## src/rtl/deserializer_pkg.sv

```systemverilog
// Shared types and helpers for the sample deserializer.
package deserializer_pkg;

    typedef enum logic {
        RECV = 1'b0,
        SEND = 1'b1
    } state_e;

    // Slot index width; a one-slot frame still carries a 1-bit counter.
    function automatic int cnt_width(input int n);
        return (n <= 2) ? 1 : $clog2(n);
    endfunction

endpackage

```

## src/rtl/deserializer_SlotArray.sv

```systemverilog
// N_SAMPLES x BIT_WIDTH register bank; one slot is written per cycle at wr_idx when wr_en is high.
// Write data is visible on slot_dat the cycle after the write; no backpressure of its own.
module deserializer_SlotArray #(
    parameter int BIT_WIDTH = 32,
    parameter int N_SAMPLES = 8,
    parameter int CNT_W     = 3
) (
    input  logic                 clk,
    input  logic                 reset,
    input  logic                 wr_en,
    input  logic [CNT_W-1:0]     wr_idx,
    input  logic [BIT_WIDTH-1:0] wr_dat,
    output logic [BIT_WIDTH-1:0] slot_dat [N_SAMPLES-1:0]
);

    logic [BIT_WIDTH-1:0] slot_q [N_SAMPLES-1:0];
    logic [BIT_WIDTH-1:0] slot_d [N_SAMPLES-1:0];

    always_comb begin
        for (int i = 0; i < N_SAMPLES; i++) begin
            slot_d[i] = slot_q[i];
            if (wr_en && (wr_idx == CNT_W'(i))) begin
                slot_d[i] = wr_dat;
            end
        end
    end

    always_ff @(posedge clk) begin
        for (int i = 0; i < N_SAMPLES; i++) begin
            if (reset) begin
                slot_q[i] <= '0;
            end else begin
                slot_q[i] <= slot_d[i];
            end
        end
    end

    always_comb begin
        for (int i = 0; i < N_SAMPLES; i++) begin
            slot_dat[i] = slot_q[i];
        end
    end

endmodule

```

## src/rtl/sample_deserializer.sv

```systemverilog
// Gathers N_SAMPLES words into a frame; send_val rises the cycle after the last word is accepted.
// Single-buffered: recv_rdy stays low while a frame waits on send_rdy.
module sample_deserializer
    import deserializer_pkg::*;
#(
    parameter int BIT_WIDTH = 32,
    parameter int N_SAMPLES = 8
) (
    input  logic                 clk,
    input  logic                 reset,
    input  logic                 recv_val,
    output logic                 recv_rdy,
    input  logic [BIT_WIDTH-1:0] recv_msg,
    output logic                 send_val,
    input  logic                 send_rdy,
    output logic [BIT_WIDTH-1:0] send_msg [N_SAMPLES-1:0]
);

    localparam int               CNT_W = cnt_width(N_SAMPLES);
    localparam logic [CNT_W-1:0] LAST  = CNT_W'(N_SAMPLES - 1);

    state_e           state_q;
    state_e           state_d;
    logic [CNT_W-1:0] count_q;
    logic [CNT_W-1:0] count_d;
    logic             wr_en;

    always_ff @(posedge clk) begin
        if (reset) begin
            state_q <= RECV;
            count_q <= '0;
        end else begin
            state_q <= state_d;
            count_q <= count_d;
        end
    end

    // Wrap by compare so non-power-of-two frame sizes never overrun the bank.
    always_comb begin
        state_d = state_q;
        count_d = count_q;
        wr_en   = 1'b0;
        unique case (state_q)
            RECV: begin
                if (recv_val) begin
                    wr_en = 1'b1;
                    if (count_q == LAST) begin
                        count_d = '0;
                        state_d = SEND;
                    end else begin
                        count_d = count_q + CNT_W'(1);
                    end
                end
            end
            SEND: begin
                if (send_rdy) begin
                    state_d = RECV;
                end
            end
            default: begin
                state_d = RECV;
            end
        endcase
    end

    // Handshake outputs depend only on state (and reset), never on the partner's val/rdy.
    always_comb begin
        recv_rdy = 1'b0;
        send_val = 1'b0;
        if (!reset) begin
            recv_rdy = (state_q == RECV);
            send_val = (state_q == SEND);
        end
    end

    deserializer_SlotArray #(
        .BIT_WIDTH (BIT_WIDTH),
        .N_SAMPLES (N_SAMPLES),
        .CNT_W     (CNT_W)
    ) u_slots (
        .clk      (clk),
        .reset    (reset),
        .wr_en    (wr_en),
        .wr_idx   (count_q),
        .wr_dat   (recv_msg),
        .slot_dat (send_msg)
    );

endmodule

```

## config.mk

```make
export PLATFORM = sky130hd
export DESIGN_NAME = sample_deserializer
export DESIGN_NICKNAME = d
export VERILOG_FILES = /design/src/rtl/deserializer_pkg.sv /design/src/rtl/deserializer_SlotArray.sv /design/src/rtl/sample_deserializer.sv
export SDC_FILE = /design/constraint.sdc
export NUM_CORES = 1
export LEC_CHECK = 0
export CAP_MARGIN = 5
export CORE_MARGIN = 2
export CORE_UTILIZATION = 46
export CTS_CLUSTER_SIZE = 20
export DETAILED_ROUTE_END_ITERATION = 6
export GPL_TIMING_DRIVEN = 0
export PLACE_DENSITY = 0.79
export REMOVE_ABC_BUFFERS = 1
export SYNTH_ARGS = -nofsm -noshare
export SYNTH_HDL_FRONTEND = slang
export SYNTH_SLANG_ARGS = --single-unit
```

## constraint.sdc

```tcl
create_clock -name clk -period 2 [get_ports clk]
set_input_delay 0.4 -clock clk [delete_from_list [all_inputs] [get_ports clk]]
set_output_delay 0.4 -clock clk [all_outputs]
set_load 0.01 [all_outputs]
```

==> impl_metrics.json, run 1 <==
{
  "vias": 8469,
  "relSlewSlack_pct": 38.3,
  "final_cell_mix": "nand2_1 (448), clkdlybuf4s50_1 (289), dfxtp_1 (259)",
  "setup_ws_ps": 11.9,
  "cpPeakStageDelay_ps": 570,
  "rsz0062_at_grt": "yes",
  "antenna_found_initial": 0,
  "max_cap_viol_count": 0,
  "crit-reg2reg-launch": "count_q[0]",
  "synth_area_um2": 9370,
  "die_h_um": 147,
  "r2r-end": "u_slots.slot_q[0][17]",
  "place_area_um2": 12200,
  "clock_latency_ps": 530,
  "grt_use_total_pct": 26.4,
  "final_common_cell": "nand2_1",
  "setup_violations": 0,
  "pre_cts_ws_ps": -995,
  "coreArea_um2": 20100,
  "area_growth_syn_to_layout_pct": 39.6,
  "numCtsBuffers": 26,
  "fin_crit_ps": 1990,
  "critPathArrivalTime_ps": 2360,
  "reg2reg_setup_slack_ps": 10,
  "crit_path_end_kind": "flop",
  "core.rowCount": 52,
  "clock_sinks": 260,
  "grt_pass1_wl_um": 45500,
  "dp_hpwl_um": 18700,
  "p_sw_uw": 2630,
  "grt_max_degree": 128,
  "crit_family": "simple AND/OR/NAND/NOR gates",
  "total_power_uw": 11200,
  "fin_nets": 1377,
  "gp_congestion": 0.783,
  "netSwitchingFraction_pct": 23.4,
  "drive_gt1_share_pct": 5.10,
  "use_met2_pct": 45.7,
  "nFillCells": 1641,
  "ios": 294,
  "yosys_register_bits": 260,
  "htreeDepth": 1,
  "fin_util_pct": 65.0,
  "cp_num_buf_inv": 2,
  "worst-path-stages": 6,
  "status": "complete, no violations",
  "antenna_cells": 0,
  "hold_class": "in2reg",
  "cp-startpoint": "count_q[0]",
  "die_w_um": 147,
  "finalCritPeriodShare_pct": 99.4,
  "antenna_left": 0,
  "ys_seq_area_share_pct": 55.6,
  "clk_path_buf_depth": 3,
  "critPathKind": "reg2reg",
  "p_leak_uw": 0.00450,
  "viasPerCell": 5.22,
  "critPathSlowestCell": "nand4bb_2",
  "fp.dieArea_um2": 21500,
  "powerDensity_nw_per_um2": 860,
  "slew_viol_final": 0,
  "overflow": 0,
  "ir_drop_mv": 0.531,
  "p_int_uw": 8610,
  "power_frac_comb_pct": 9.0,
  "cp.required_ps": 2370,
  "synthCells": 1120,
  "clkPwrFrac_pct": 43.2,
  "busiest_layer": "met2",
  "reg2reg_depth": 6,
  "crit_path_max_fanout": 18,
  "hold_ws_ps": 332,
  "syn_area_per_cell_um2": 8.36,
  "first_pass_iters": 4,
  "synth_cell_types": 26,
  "final_hold_viol_count": 0,
  "crit_end": "u_slots.slot_q[0][17]",
  "final_area_um2": 13100,
  "cts_hold_buf": 0,
  "sequentialPowerShare_pct": 47.9,
  "first_iter_violations": 491,
  "worst_clock_skew_ps": 22.6,
  "worst_slew_pin_slew_ps": 926,
  "root_buffer": "clkbuf_16",
  "ys_warn_count": 0,
  "fmax_ghz": 0.503,
  "port_buffers": 293,
  "drt-total-wl_um": 29400,
  "start_util_pct": 46.6,
  "drc": 0,
  "use_met3_pct": 5.94,
  "tritoncts": "yes",
  "path_cells": "inv_1 -> ha_1 -> nand4bb_2 -> buf_16 -> nand2_1 -> a21oi_1",
  "post_drt_wl_per_cell_um": 18.2,
  "use_met1_pct": 32.7,
  "grt_pass1_vias": 8053,
  "clk_pin_slew_ps": 60,
  "startpoint_type": "flop"
}
per-layer routing:
layer  share of wire [%]  wire length, um
met5                   0                0
met4                 2.9              863
met3                 8.0             2370
met2                  49            14500
met1                  40            11800
cells by family after synthesis:
kind of cell / synth area share [%]
XOR/XNOR: 0.0935
flip-flops: 55.6
multiplexers: 0.107
AO/OA/AOI/OAI: 15.2
AND/OR/NAND/NOR: 19.9
adder cells (fa/ha/maj): 0.802
buffers and inverters: 8.30
power by group through the flow:
stage / Combinational (uW) / Sequential [uW] / Clock, uW
detailed placement: 999 / 5500 / 0
floorplan: 264 / 5550 / 0
global route: 1080 / 5390 / 5100
CTS: 1010 / 5380 / 4910
finish: 1010 / 5380 / 4850
global placement: 938 / 5490 / 0
timing repair:
action / CTS / global route
pin swaps: 2 / 0
endpoints found under the setup margin: 82 / 221
buffers inserted: 2 / 0
resized for setup: 7 / 3
metrics by stage:
stage	TNS, ps	cells
floorplan	0	1000
global placement	-1428500	1563
detailed placement	-145980	1575
CTS	-7.12	1622
global route	-2490	1622
finish	0	1622
Yosys cell counts, drive strengths merged:
| cell type | count | share of area [%] |
|---|---|---|
| a211oi | 1 | 0.080 |
| nand3b | 1 | 0.080 |
| nor2b | 2 | 0.13 |
| a22o | 32 | 3.0 |
| xnor2 | 1 | 0.094 |
| clkbuf | 29 | 1.2 |
| and4b | 3 | 0.32 |
| mux2i | 1 | 0.11 |
| nor2 | 3 | 0.12 |
| a21oi | 225 | 12 |
| buf | 91 | 7.0 |
| nand4b | 3 | 0.28 |
| a21o | 1 | 0.080 |
| nand4bb | 3 | 0.36 |
| dfxtp | 260 | 56 |
| and3b | 2 | 0.19 |
| and4bb | 3 | 0.40 |
| inv | 4 | 0.16 |
| and2 | 1 | 0.067 |
| nand2 | 448 | 18 |
| ha | 6 | 0.80 |
state kept, by name (all words and copies together), names as in the netlist:
name	cells
state_q	1
u_slots.slot_q	256
count_q	3
how the worst min path moves through the flow:
| stage | start | end | slack, ps | cells past startpoint |
|---|---|---|---|---|
| floorplan | reset | u_slots.slot_q[0][0] | 470 | 1 |
| global placement | u_slots.slot_q[1][43] | u_slots.slot_q[1][43] | 440 | 2 |
| detailed placement | u_slots.slot_q[0][30] | u_slots.slot_q[0][30] | 450 | 2 |
| CTS | reset | u_slots.slot_q[0][16] | 360 | 2 |
| global route | reset | u_slots.slot_q[0][16] | 370 | 2 |
| finish | reset | u_slots.slot_q[1][37] | 330 | 2 |
area by class of cell:
cell class / count / area [um^2] / share of cell area [%]
clock buffers: 40 / 805 / 6.15
well taps: 270 / 338 / 2.58
flip-flops and latches: 260 / 5210 / 39.8
repair buffers: 307 / 3220 / 24.7
inverters: 4 / 15.0 / 0.115
multi-input cells: 736 / 3430 / 26.2
clock inverters: 5 / 52.6 / 0.402
(Power assumes the default switching activity.)
==> run 2: changes to the inputs <==
--- a/config.mk
+++ b/config.mk
@@ -7,11 +7,12 @@
 export LEC_CHECK = 0
 export CAP_MARGIN = 5
 export CORE_MARGIN = 2
-export CORE_UTILIZATION = 46
+export CORE_UTILIZATION = 48
+export CTS_BUF_LIST = sky130_fd_sc_hd__clkbuf_8
 export CTS_CLUSTER_SIZE = 20
 export DETAILED_ROUTE_END_ITERATION = 6
 export GPL_TIMING_DRIVEN = 0
-export PLACE_DENSITY = 0.79
+export PLACE_DENSITY = 0.82
 export REMOVE_ABC_BUFFERS = 1
 export SYNTH_ARGS = -nofsm -noshare
 export SYNTH_HDL_FRONTEND = slang
==> run 2 against run 1 <==
  * Sequential power is essentially flat
  * Core utilization is 2.8 points higher
  * Largest power group unchanged
  * The flow now finishes with violations (negative setup slack)
  * Highest routed layer unchanged
  * Design area is 0.27% higher
  * Register-to-register slack got worse by 60 ps
==> impl_metrics.json, run 2 (synthesis results as in run 1) <==
{
  "status": "complete, but fails checks",
  "violations": "negative setup slack",
  "ios": 294,
  "crit_path_max_fanout": 19,
  "drive_gt1_share_pct": 6.94,
  "rsz0062_at_grt": "yes",
  "grt_pass1_wl_um": 45600,
  "startpoint_type": "primary input",
  "finalCritPeriodShare_pct": 105,
  "grt_use_total_pct": 28.7,
  "clk_path_buf_depth": 3,
  "start_util_pct": 48.4,
  "powerDensity_nw_per_um2": 840,
  "p_int_uw": 8280,
  "crit_path_end_kind": "flop",
  "crit-reg2reg-launch": "count_q[0]",
  "cts_hold_buf": 0,
  "clk_pin_slew_ps": 60,
  "crit_end": "u_slots.slot_q[0][7]",
  "sequentialPowerShare_pct": 48.9,
  "largest_reg_flops": 256,
  "core.rowCount": 51,
  "fp.dieArea_um2": 20600,
  "p_leak_uw": 0.00458,
  "critPathArrivalTime_ps": 2480,
  "final_common_cell": "nand2_1",
  "overflow": 0,
  "drt-total-wl_um": 30600,
  "numCtsBuffers": 42,
  "drc": 0,
  "vias": 8601,
  "antenna_cells": 0,
  "antenna_found_initial": 0,
  "reg_top3": "u_slots.slot_q (256), count_q (3), state_q (1)",
  "cp-startpoint": "recv_val",
  "ir_drop_mv": 0.577,
  "post_drt_wl_per_cell_um": 18.5,
  "setup_violations": 57,
  "reg2reg_setup_slack_ps": -50,
  "grt_pass1_vias": 8144,
  "hold_class": "in2reg",
  "clock_latency_ps": 530,
  "fin_cells": 1649,
  "first_iter_violations": 431,
  "slew_viol_final": 0,
  "dp_cells": 1570,
  "r2r-end": "u_slots.slot_q[0][7]",
  "p_sw_uw": 2720,
  "clkPwrFrac_pct": 41.7,
  "htreeDepth": 2,
  "fin_nets": 1396,
  "worst_clock_skew_ps": 13.0,
  "fmax_ghz": 0.478,
  "gp_congestion": 0.775,
  "area_growth_syn_to_layout_pct": 40.0,
  "tritoncts": "yes",
  "clock_sinks": 260,
  "critPathKind": "in2reg",
  "dp_hpwl_um": 18300,
  "die_w_um": 144,
  "die_h_um": 144,
  "reg2reg_depth": 6,
  "viasPerCell": 5.22,
  "fin_crit_ps": 2090,
  "antenna_left": 0,
  "relSlewSlack_pct": 36.8,
  "port_buffers": 293,
  "coreArea_um2": 19300,
  "total_power_uw": 11000,
  "final_hold_viol_count": 0,
  "netSwitchingFraction_pct": 24.7,
  "worst_slew_pin_slew_ps": 948,
  "first_pass_iters": 5,
  "top_register": "u_slots.slot_q",
  "power_frac_comb_pct": 9.4,
  "root_buffer": "clkbuf_8",
  "setup_ws_ps": -93.2,
  "final_cell_mix": "nand2_1 (448), clkdlybuf4s50_1 (290), dfxtp_1 (259)",
  "max_cap_viol_count": 0,
  "cp.required_ps": 2390,
  "grt_max_degree": 90
}
-- run 2: power by group through the flow --
stage          Clock (uW)  Combinational [uW]  Sequential [uW]
2_1_floorplan           0                 264             5550
3_3_place_gp            0                 946             5490
3_5_place_dp            0                1000             5500
4_1_cts              4670                1040             5380
5_1_grt              4910                1110             5390
6_report             4590                1040             5380
-- run 2: routing by layer --
metal	vias to the layer above	global-route usage (%)	part of all wire, %
met2	372	48.8	48
met4	0	9.18	2.3
met3	57	8.40	9.5
met5	-	0	0
met1	4100	35.0	40
li1	4072	-	-
-- run 2: worst min path at each step --
stage	startpoint	end	slack, ps	depth (start not counted)
2_1_floorplan	reset	u_slots.slot_q[0][0]	470	1
3_3_place_gp	u_slots.slot_q[1][60]	u_slots.slot_q[1][60]	440	2
3_5_place_dp	u_slots.slot_q[0][77]	u_slots.slot_q[0][77]	450	2
4_1_cts	reset	u_slots.slot_q[1][37]	240	2
5_1_grt	reset	u_slots.slot_q[0][1]	260	2
6_report	reset	u_slots.slot_q[0][1]	250	2
-- run 2: what timing repair did --
action / CTS / global route
pin swaps: 1 / 0
setup endpoints to repair: 93 / 238
gates resized for setup: 9 / 2
hold endpoints to repair: 0 / 0
setup buffers: 2 / 0
gates cloned: 3 / 0
-- run 2: final cells by class --
type                    count  area, um^2
clock buffers              57         785
fillers                  1533        6230
well taps                 265         332
repair buffers            309        3260
inverters                   4        15.0
multi-input cells         737        3440
clock inverters            17        72.6
flip-flops and latches    260        5210
-- run 2: worst max-delay path, cell delays in order --
cell and delay [ps]:
clkdlybuf4s50_1 810, nand4bb_2 690, buf_16 420, nand2_1 90, a21oi_1 60
-- run 2: metrics by stage --
stage	utilization [%]	setup TNS (ps)	worst slack [ps]	hold WS (ps)	instance area (um^2)
2_1_floorplan	-	0	192	469	8600
3_3_place_gp	61.4	-1425730	-8550	441	11900
3_5_place_dp	62.8	-148360	-1100	446	12100
4_1_cts	67.8	-92.6	-34.2	240	13100
5_1_grt	67.8	-15420	-156	262	13100
6_report	67.8	-3140	-93.2	246	13100
==> run 3: changes to the inputs <==
--- a/config.mk
+++ b/config.mk
@@ -6,13 +6,17 @@
 export NUM_CORES = 1
 export LEC_CHECK = 0
 export CAP_MARGIN = 5
+export CELL_PAD_IN_SITES_DETAIL_PLACEMENT = 1
+export CELL_PAD_IN_SITES_GLOBAL_PLACEMENT = 2
+export CORE_ASPECT_RATIO = 0.7
 export CORE_MARGIN = 2
-export CORE_UTILIZATION = 48
+export CORE_UTILIZATION = 27
 export CTS_BUF_LIST = sky130_fd_sc_hd__clkbuf_8
 export CTS_CLUSTER_SIZE = 20
 export DETAILED_ROUTE_END_ITERATION = 6
+export GPL_ROUTABILITY_DRIVEN = 1
 export GPL_TIMING_DRIVEN = 0
-export PLACE_DENSITY = 0.82
+export PLACE_DENSITY_LB_ADDON = 0.1
 export REMOVE_ABC_BUFFERS = 1
 export SYNTH_ARGS = -nofsm -noshare
 export SYNTH_HDL_FRONTEND = slang
==> run 3 against run 2 <==
  * The run now ends clean
  * Worst hold slack worse by 14 ps
  * Highest routed layer unchanged
  * Clock-buffer cell count down 1
  * Clock power up 3%
  * First-iteration DRC count down 20%
==> impl_metrics.json, run 3 (synthesis results as in run 1) <==
{
  "startpoint_type": "flop",
  "clock_sinks": 260,
  "relSlewSlack_pct": 44.1,
  "clk_pin_slew_ps": 60,
  "reg2reg_setup_slack_ps": 70,
  "use_met2_pct": 32.5,
  "hold_class": "in2reg",
  "cp_num_buf_inv": 1,
  "fin_cells": 1870,
  "die_h_um": 160,
  "vias": 8567,
  "overflow": 0,
  "min_from": "reset",
  "busiest_layer": "met2",
  "use_met1_pct": 27.5,
  "core.rowCount": 57,
  "reg2reg_depth": 5,
  "antenna_left": 0,
  "whs_path_depth": 2,
  "max_cap_viol_count": 0,
  "setup_tns_ps": 0,
  "crit_family": "simple AND/OR/NAND/NOR gates",
  "grt_pass1_wl_um": 56000,
  "rsz0062_at_grt": "yes",
  "cts_hold_buf": 0,
  "fin_util_pct": 39.3,
  "setup_violations": 0,
  "min_to": "u_slots.slot_q[1][1]",
  "drt-total-wl_um": 38100,
  "die_w_um": 227,
  "critPathArrivalTime_ps": 2340,
  "fin_nets": 1413,
  "first_pass_iters": 4,
  "regArea_um2": 5210,
  "crit_path_max_fanout": 32,
  "multiInputGateArea_um2": 3480,
  "fin_crit_ps": 1930,
  "dp_cells": 1783,
  "drive_gt1_share_pct": 7.58,
  "start_util_pct": 27.2,
  "critPathKind": "reg2reg",
  "numCtsBuffers": 46,
  "crit_path_end_kind": "flop",
  "top_register": "u_slots.slot_q",
  "reg_top3": "u_slots.slot_q (256), count_q (3), state_q (1)",
  "antenna_cells": 0,
  "crit-reg2reg-launch": "count_q[1]",
  "area_growth_syn_to_layout_pct": 44.4,
  "first_iter_violations": 345,
  "final_cell_mix": "nand2_1 (448), clkdlybuf4s50_1 (285), dfxtp_1 (258)",
  "p_leak_uw": 0.00470,
  "htreeDepth": 2,
  "cp.required_ps": 2410,
  "critPathSlowestCell": "nand4bb_4",
  "fmax_ghz": 0.518,
  "use_met3_pct": 6.73,
  "final_common_cell": "nand2_1",
  "post_drt_wl_per_cell_um": 20.4,
  "tritoncts": "yes",
  "finalCritPeriodShare_pct": 96.5,
  "grt_max_degree": 134,
  "final_hold_viol_count": 0,
  "grt_use_total_pct": 20.7,
  "viasPerCell": 4.58,
  "gp_congestion": 0.698,
  "cpPeakStageDelay_ps": 680,
  "coreArea_um2": 34400,
  "largest_reg_flops": 256,
  "grt_pass1_vias": 8670,
  "ir_drop_mv": 0.407,
  "ios": 294,
  "status": "complete, no violations",
  "slew_viol_final": 0,
  "r2r-end": "u_slots.slot_q[0][40]",
  "powerDensity_nw_per_um2": 827,
  "worst_slew_pin_slew_ps": 836,
  "nFillCells": 4011,
  "clk_path_buf_depth": 3,
  "fp.dieArea_um2": 36200,
  "antenna_found_initial": 0,
  "clock_latency_ps": 570,
  "port_buffers": 293,
  "dp_hpwl_um": 24000,
  "path_cells": "inv_1 -> ha_1 -> nand4bb_4 -> nand2_1 -> a21oi_1",
  "root_buffer": "clkbuf_8",
  "worst_clock_skew_ps": 23.1,
  "drc": 0
}
run 3: final cells by class:
| cell class | count | share of cell area (%) |
|---|---|---|
| Clock inverter | 19 | 0.564 |
| Tap cell | 472 | 4.37 |
| Sequential cell | 260 | 38.5 |
| Multi-Input combinational cell | 737 | 25.7 |
| Inverter | 4 | 0.111 |
| Timing Repair Buffer | 322 | 25.0 |
| Clock buffer | 56 | 5.70 |
run 3: worst max-delay path by stage:
stage	start	endpoint	slack, ps	cells past startpoint
after floorplan	recv_val	u_slots.slot_q[1][100]	190	3
after global placement	reset	u_slots.slot_q[1][98]	-10620	3
after detailed placement	recv_val	u_slots.slot_q[1][117]	-1080	5
after CTS	count_q[0]	u_slots.slot_q[0][19]	10	5
after global routing	count_q[1]	u_slots.slot_q[0][59]	-80	5
final	count_q[1]	u_slots.slot_q[0][40]	70	5
run 3: layer usage:
metal	vias to the layer above	part of all wire (%)
li1	4119	-
met3	50	7.4
met5	-	0
met1	4190	46
met2	208	45
met4	0	1.7
run 3: report_power, final:
group	switching, uW	total, uW	leakage (uW)	internal [uW]
sequential	71.2	5380	0.00210	5310
clock	2230	4720	0.000497	2490
combinational	652	1090	0.00210	438
total	2950	11200	0.00470	8240
run 3: stage by stage:
stage | power, uW | cell area [um^2] | setup slack, ps | hold WS [ps]
after floorplan | 5820 | 8600 | 192 | 469
after global placement | 6520 | 12100 | -10620 | 441
after CTS | 11400 | 13500 | 11.9 | 284
after detailed placement | 6570 | 12500 | -1080 | 446
final | 11200 | 13500 | 69.4 | 231
after global routing | 11700 | 13500 | -78.0 | 236
run 3: timing repair:
item,4_1_cts,5_1_grt
buffers inserted,10,1
gates cloned,0,1
gates resized for setup,11,10
setup endpoints to repair,212,108
pin swaps,2,2
